===== src/rtl/morse_pkg.sv =====
// Shared constants for the Morse keypad path.
// Key codes, ASCII codes, FSM states and default letter length.
package morse_pkg;

  localparam int MAX_SYM_DEF = 5;

  localparam logic [3:0] KEY_DOT   = 4'h1;
  localparam logic [3:0] KEY_DASH  = 4'h2;
  localparam logic [3:0] KEY_END   = 4'hE;
  localparam logic [3:0] KEY_SPACE = 4'h0;
  localparam logic [3:0] KEY_CLR   = 4'hF;

  localparam logic [7:0] ASCII_SPACE = 8'h20;
  localparam logic [7:0] ASCII_ERR   = 8'h3F;

  typedef enum logic [1:0] {
    ST_IDLE,
    ST_COLLECT,
    ST_EMIT
  } state_t;

endpackage


===== src/rtl/morse_lut.sv =====
// Combinational Morse decode: (len, pattern) -> ASCII, '?' if unmapped.
// Ports: len = symbol count, pat = symbols right-aligned, first in MSB, 1 = dash.
module morse_lut
  import morse_pkg::*;
(
  input  logic [2:0] len,
  input  logic [4:0] pat,
  output logic [7:0] ascii
);

  always_comb begin
    ascii = ASCII_ERR;
    case ({len, pat})
      {3'd1, 5'b00000}: ascii = "E";
      {3'd1, 5'b00001}: ascii = "T";
      {3'd2, 5'b00000}: ascii = "I";
      {3'd2, 5'b00001}: ascii = "A";
      {3'd2, 5'b00010}: ascii = "N";
      {3'd2, 5'b00011}: ascii = "M";
      {3'd3, 5'b00000}: ascii = "S";
      {3'd3, 5'b00001}: ascii = "U";
      {3'd3, 5'b00010}: ascii = "R";
      {3'd3, 5'b00011}: ascii = "W";
      {3'd3, 5'b00100}: ascii = "D";
      {3'd3, 5'b00101}: ascii = "K";
      {3'd3, 5'b00110}: ascii = "G";
      {3'd3, 5'b00111}: ascii = "O";
      {3'd4, 5'b00000}: ascii = "H";
      {3'd4, 5'b00001}: ascii = "V";
      {3'd4, 5'b00010}: ascii = "F";
      {3'd4, 5'b00100}: ascii = "L";
      {3'd4, 5'b00110}: ascii = "P";
      {3'd4, 5'b00111}: ascii = "J";
      {3'd4, 5'b01000}: ascii = "B";
      {3'd4, 5'b01001}: ascii = "X";
      {3'd4, 5'b01010}: ascii = "C";
      {3'd4, 5'b01011}: ascii = "Y";
      {3'd4, 5'b01100}: ascii = "Z";
      {3'd4, 5'b01101}: ascii = "Q";
      {3'd5, 5'b11111}: ascii = "0";
      {3'd5, 5'b01111}: ascii = "1";
      {3'd5, 5'b00111}: ascii = "2";
      {3'd5, 5'b00011}: ascii = "3";
      {3'd5, 5'b00001}: ascii = "4";
      {3'd5, 5'b00000}: ascii = "5";
      {3'd5, 5'b10000}: ascii = "6";
      {3'd5, 5'b11000}: ascii = "7";
      {3'd5, 5'b11100}: ascii = "8";
      {3'd5, 5'b11110}: ascii = "9";
      default:          ascii = ASCII_ERR;
    endcase
  end

endmodule


===== src/rtl/morse_key_assembler.sv =====
// Keypad presses -> Morse symbols -> ASCII chars on a valid/ready port.
// Ports: clk, rst (async low), keyboard_val, key_pressed_flag in;
// out_char/out_valid/out_ready, sym_count, overflow, key_dropped.
module morse_key_assembler
  import morse_pkg::*;
#(
  parameter int MAX_SYM            = MAX_SYM_DEF,
  parameter int AUTO_COMMIT_CYCLES = 100_000_000,
  parameter int CNT_W              = 27
) (
  input  logic       clk,
  input  logic       rst,
  input  logic [3:0] keyboard_val,
  input  logic       key_pressed_flag,
  output logic [7:0] out_char,
  output logic       out_valid,
  input  logic       out_ready,
  output logic [2:0] sym_count,
  output logic       overflow,
  output logic       key_dropped
);

  localparam bit AUTO_EN = (AUTO_COMMIT_CYCLES != 0);
  localparam logic [CNT_W-1:0] COMMIT_AT =
    CNT_W'(AUTO_EN ? AUTO_COMMIT_CYCLES - 1 : 0);
  localparam logic [2:0] MAX_CNT = 3'(MAX_SYM);

  logic               sync1;
  logic               sync2;
  logic               sync3;
  logic               key_evt;
  logic [3:0]         key_code;
  logic               k_sym;
  logic               k_end;
  logic               k_spc;
  logic               k_clr;
  logic               is_dash;
  logic               auto_fire;
  logic [MAX_SYM-1:0] sym_pat;
  logic [CNT_W-1:0]   idle_cnt;
  logic [4:0]         lut_pat;
  logic [7:0]         lut_char;
  logic [7:0]         dec_char;
  state_t             state;

  always_ff @(posedge clk or negedge rst) begin
    if (!rst) begin
      sync1    <= 1'b0;
      sync2    <= 1'b0;
      sync3    <= 1'b0;
      key_evt  <= 1'b0;
      key_code <= '0;
    end else begin
      sync1   <= key_pressed_flag;
      sync2   <= sync1;
      sync3   <= sync2;
      key_evt <= sync2 & ~sync3;
      if (sync2 & ~sync3)
        key_code <= keyboard_val;
    end
  end

  always_comb begin
    k_sym = 1'b0;
    k_end = 1'b0;
    k_spc = 1'b0;
    k_clr = 1'b0;
    unique case (1'b1)
      (key_code == KEY_DOT),
      (key_code == KEY_DASH):  k_sym = 1'b1;
      (key_code == KEY_END):   k_end = 1'b1;
      (key_code == KEY_SPACE): k_spc = 1'b1;
      (key_code == KEY_CLR):   k_clr = 1'b1;
      default: ;
    endcase
  end

  assign is_dash = (key_code == KEY_DASH);

  // Bits above sym_count are always zero, so the
  // buffer can feed the LUT without masking.
  assign lut_pat = 5'(sym_pat);

  morse_lut u_lut (
    .len   (sym_count),
    .pat   (lut_pat),
    .ascii (lut_char)
  );

  assign dec_char = overflow ? ASCII_ERR : lut_char;

  assign auto_fire = AUTO_EN
                   && (state == ST_COLLECT)
                   && (idle_cnt == COMMIT_AT);

  always_ff @(posedge clk or negedge rst) begin
    if (!rst) begin
      state       <= ST_IDLE;
      sym_pat     <= '0;
      sym_count   <= '0;
      overflow    <= 1'b0;
      out_char    <= '0;
      out_valid   <= 1'b0;
      key_dropped <= 1'b0;
      idle_cnt    <= '0;
    end else begin
      key_dropped <= 1'b0;
      unique case (state)
        ST_IDLE: begin
          idle_cnt <= '0;
          if (key_evt) begin
            unique case (1'b1)
              k_sym: begin
                sym_pat   <= {sym_pat[MAX_SYM-2:0], is_dash};
                sym_count <= 3'd1;
                state     <= ST_COLLECT;
              end
              k_spc: begin
                out_char  <= ASCII_SPACE;
                out_valid <= 1'b1;
                state     <= ST_EMIT;
              end
              default: ;
            endcase
          end
        end
        ST_COLLECT: begin
          if (key_evt && k_sym) begin
            idle_cnt <= '0;
            if (sym_count == MAX_CNT) begin
              overflow <= 1'b1;
            end else begin
              sym_pat   <= {sym_pat[MAX_SYM-2:0], is_dash};
              sym_count <= sym_count + 3'd1;
            end
          end else if (key_evt && (k_end || k_spc)) begin
            out_char  <= dec_char;
            out_valid <= 1'b1;
            state     <= ST_EMIT;
          end else if (key_evt && k_clr) begin
            sym_pat   <= '0;
            sym_count <= '0;
            overflow  <= 1'b0;
            state     <= ST_IDLE;
          end else if (auto_fire) begin
            out_char  <= dec_char;
            out_valid <= 1'b1;
            state     <= ST_EMIT;
          end else if (idle_cnt != '1) begin
            idle_cnt <= idle_cnt + 1'b1;
          end
        end
        ST_EMIT: begin
          idle_cnt <= '0;
          if (key_evt && (k_sym || k_end || k_spc || k_clr))
            key_dropped <= 1'b1;
          if (out_valid && out_ready) begin
            out_valid <= 1'b0;
            sym_pat   <= '0;
            sym_count <= '0;
            overflow  <= 1'b0;
            state     <= ST_IDLE;
          end
        end
        default: state <= ST_IDLE;
      endcase
    end
  end

endmodule


===== config.mk =====
export PLATFORM = sky130hd
export DESIGN_NAME = morse_key_assembler
export DESIGN_NICKNAME = d
export VERILOG_FILES = /design/src/rtl/morse_pkg.sv /design/src/rtl/morse_lut.sv /design/src/rtl/morse_key_assembler.sv
export SDC_FILE = /design/constraint.sdc
export NUM_CORES = 1
export LEC_CHECK = 0
export BUFFER_PORTS_ARGS = -buffer_cell sky130_fd_sc_hd__buf_2
export CORE_UTILIZATION = 65
export CTS_CLUSTER_DIAMETER = 60
export CTS_CLUSTER_SIZE = 40
export DETAILED_ROUTE_END_ITERATION = 10
export PLACE_DENSITY = 0.84
export SLEW_MARGIN = 20
export SYNTH_ARGS = -nofsm -noshare
export SYNTH_HDL_FRONTEND = slang
export SYNTH_HIERARCHICAL = 1
export SYNTH_SLANG_ARGS = --single-unit

===== constraint.sdc =====
create_clock -name clk -period 5.7 [get_ports clk]
set_clock_uncertainty 0.05 [all_clocks]
set_input_delay 0.57 -clock clk [delete_from_list [all_inputs] [get_ports clk]]
set_output_delay 0.57 -clock clk [all_outputs]
set_load 0.01 [all_outputs]

==> impl_metrics.tcl <==
set metrics [dict create \
    die-width_microns 78.3 \
    required_ps 5840 \
    slew_violations 0 \
    die_h_microns 78.3 \
    cts_tree "built" \
    final_layout_size_suffix_gt1_frac 0.0991 \
    antenna_found_initial 0 \
    whs_endpoint "sync1" \
    min_from "key_pressed_flag" \
    synth_warnings 6 \
    r2r_start "key_code[1]" \
    avgRoutedWirePerCell_microns 16.7 \
    cts_resized 0 \
    crit_chain "xor2_1, and3_1, nor3_1, nand2b_1, o41ai_1" \
    grt_start_max_net_pins 57 \
    grt_pass1_vias 3102 \
    clock_latency_ps 320 \
    cts_buffer_depth 2 \
    htreeDepth 2 \
    leakage_nw 1.69 \
    finalNonFillerCells 516 \
    syn_area_sq_um 3780 \
    fmax_mhz 325 \
    slowest_stage "nand2b_1" \
    setup_viol 0 \
    drt_wl_total_microns 8620 \
    hold_depth 1 \
    ir_drop_v 0.000288 \
    max_stage_delay_ps 760 \
    fin_crit_sh 0.539 \
    hold_ws_ps 303 \
    num_rows 27 \
    area_delta_synth_final_pct 3.77 \
    synthFlopType "dfrtp_1" \
    r2r_end "idle_cnt[22]" \
    yosysSeqAreaShare 0.370 \
    tightest_slew_ps 1020 \
    firstDrtPassIters 5 \
    rsz0062_at_grt "false" \
    die_area_sq_um 6130 \
    antennaDiodeCount 0 \
    maxCapViolations 0 \
    fillers 448 \
    cp-start-kind "flip-flop" \
    vias_per_cell 6.63 \
    fin_util 0.705 \
    netlist-cell-type-count 65 \
    r2r_slack_ps 2630 \
    start_util 0.679 \
    synth-edff-count 0 \
    drt_iter0_drc 395 \
    finalSetupTns_ps 0 \
    final_cell_mix "dfrtp_1, nand2_1, o21ai_0, nor2_1, buf_2" \
    num_io_pins 22 \
    syn_area_per_cell_sq_um 8.51 \
    port_buffers 21 \
    slew_headroom 0.319 \
    clk_pin_slew_ps 100 \
    post-cts-setup-buffers 0 \
    rr_worst_depth 5 \
    hold_viol 0 \
    drc 0 \
    synth_nets 460 \
    end_kind "flip-flop" \
    cts_buffers 5 \
    dp.cells 508 \
    gp_congestion 0.925 \
    hold_buffers 0 \
    grt_pass1_wl_microns 14400 \
    period_needed_ps 3070 \
    nNetsFinal 458 \
    power_density_nw_per_um2 383 \
    hold_path.class "in -> reg" \
    power.total_mw 1.51 \
    grt_overflow 0 \
    final_common_cell "dfrtp_1" \
    vias 3423 \
    antenna_left 0 \
    synth-seq-cells 56 \
    status "complete, no violations" \
    criticalPathCategory "reg -> reg" \
    grt.total_usage 0.293 \
    crit_path_max_fanout 25 \
    synthArstFlopShare 1.00 \
    core_sq_um 5570 \
    crit_arrival_ps 3220 \
    netlist_instances 445 \
    hpwl_microns 5780 \
    clockRootBuffer "clkbuf_8" \
    cts.sinks 56 \
]
[registers in the layout, indices dropped and copies added, names as in the netlist]
name / flops
idle_cnt: 27
out_char: 8
lut_pat: 5
key_code: 4
sym_count: 3
state: 2
key_dropped: 1
key_evt: 1
out_valid: 1
overflow: 1
sync1: 1
sync2: 1
sync3: 1
[report_power, final]
part	switching [mW]	leakage (nW)	internal (mW)
clock	0.137	0.0541	0.130
sequential	0.100	0.749	0.439
combinational	0.434	0.890	0.264
total	0.671	1.69	0.834
[critical path, delay by kind of cell (launching register included)]
family          cells  cell delay [ps]
compound gates      1              570
xor+xnor            1              190
simple gates        3             1650
flops               1              490
[cell families (layout without fill, tap and decap cells)]
| logic type | after synthesis | count (layout) | share of synthesized area |
|---|---|---|---|
| adder cells (fa/ha/maj) | 7 | 7 | 0.0231 |
| other | 1 | 1 | 0.000991 |
| XOR/XNOR | 4 | 4 | 0.00926 |
| buffers and inverters | 46 | 45 | 0.0612 |
| AO/OA/AOI/OAI | 132 | 132 | 0.230 |
| multiplexers | 15 | 15 | 0.0407 |
| AND/OR/NAND/NOR | 184 | 184 | 0.265 |
| flip-flops | 56 | 56 | 0.370 |
[through the flow]
step,instance area (sq um),setup WS (ps)
2_1_floorplan,3780,3540
3_3_place_gp,3820,2860
3_5_place_dp,3820,2650
4_1_cts,3930,2610
5_1_grt,3930,2330
6_report,3930,2630
[synthesized netlist by cell type (10+ instances only)]
library cell  instances  share of area
nor2_1               31          0.031
nand4_1              13          0.021
mux2i_1              12          0.032
o21ai_0              39          0.052
nand2b_1             10          0.017
a31oi_1              10          0.017
clkbuf_1             12          0.012
buf_2                10          0.013
o31ai_1              18          0.036
a21oi_1              15          0.020
nand3_1              16          0.021
inv_1                14          0.014
dfrtp_1              56           0.37
nand2_1              53          0.053
[metal layers]
metal  track usage  up-vias  wire length [microns]
met3        0.0523       11                    541
li1              -     1637                      -
met5             0        -                      0
met2         0.467      157                   3960
met1         0.401     1618                   4030
met4         0.106        0                     84
[worst max path at each step]
stage | startpoint | to | slack, ps | cells after the start
after floorplan | idle_cnt[12] | idle_cnt[11] | 3540 | 8
after global placement | key_code[0] | idle_cnt[13] | 2860 | 5
after detailed placement | key_code[1] | idle_cnt[22] | 2650 | 5
after CTS | key_code[1] | idle_cnt[22] | 2610 | 5
after global routing | key_code[0] | idle_cnt[22] | 2330 | 5
final | key_code[1] | idle_cnt[22] | 2630 | 5
[final cells by class]
type | instances | area, sq um | area share
inverter | 14 | 52.6 | 0.0134
sequential | 56 | 1400 | 0.357
clock buffer | 5 | 68.8 | 0.0175
timing repair buffer | 23 | 120 | 0.0306
tap | 72 | 90.1 | 0.0229
clock inverter | 3 | 42.5 | 0.0108
multi-input combinational | 343 | 2150 | 0.548
Note: power is estimated with default switching activity, not from simulation.
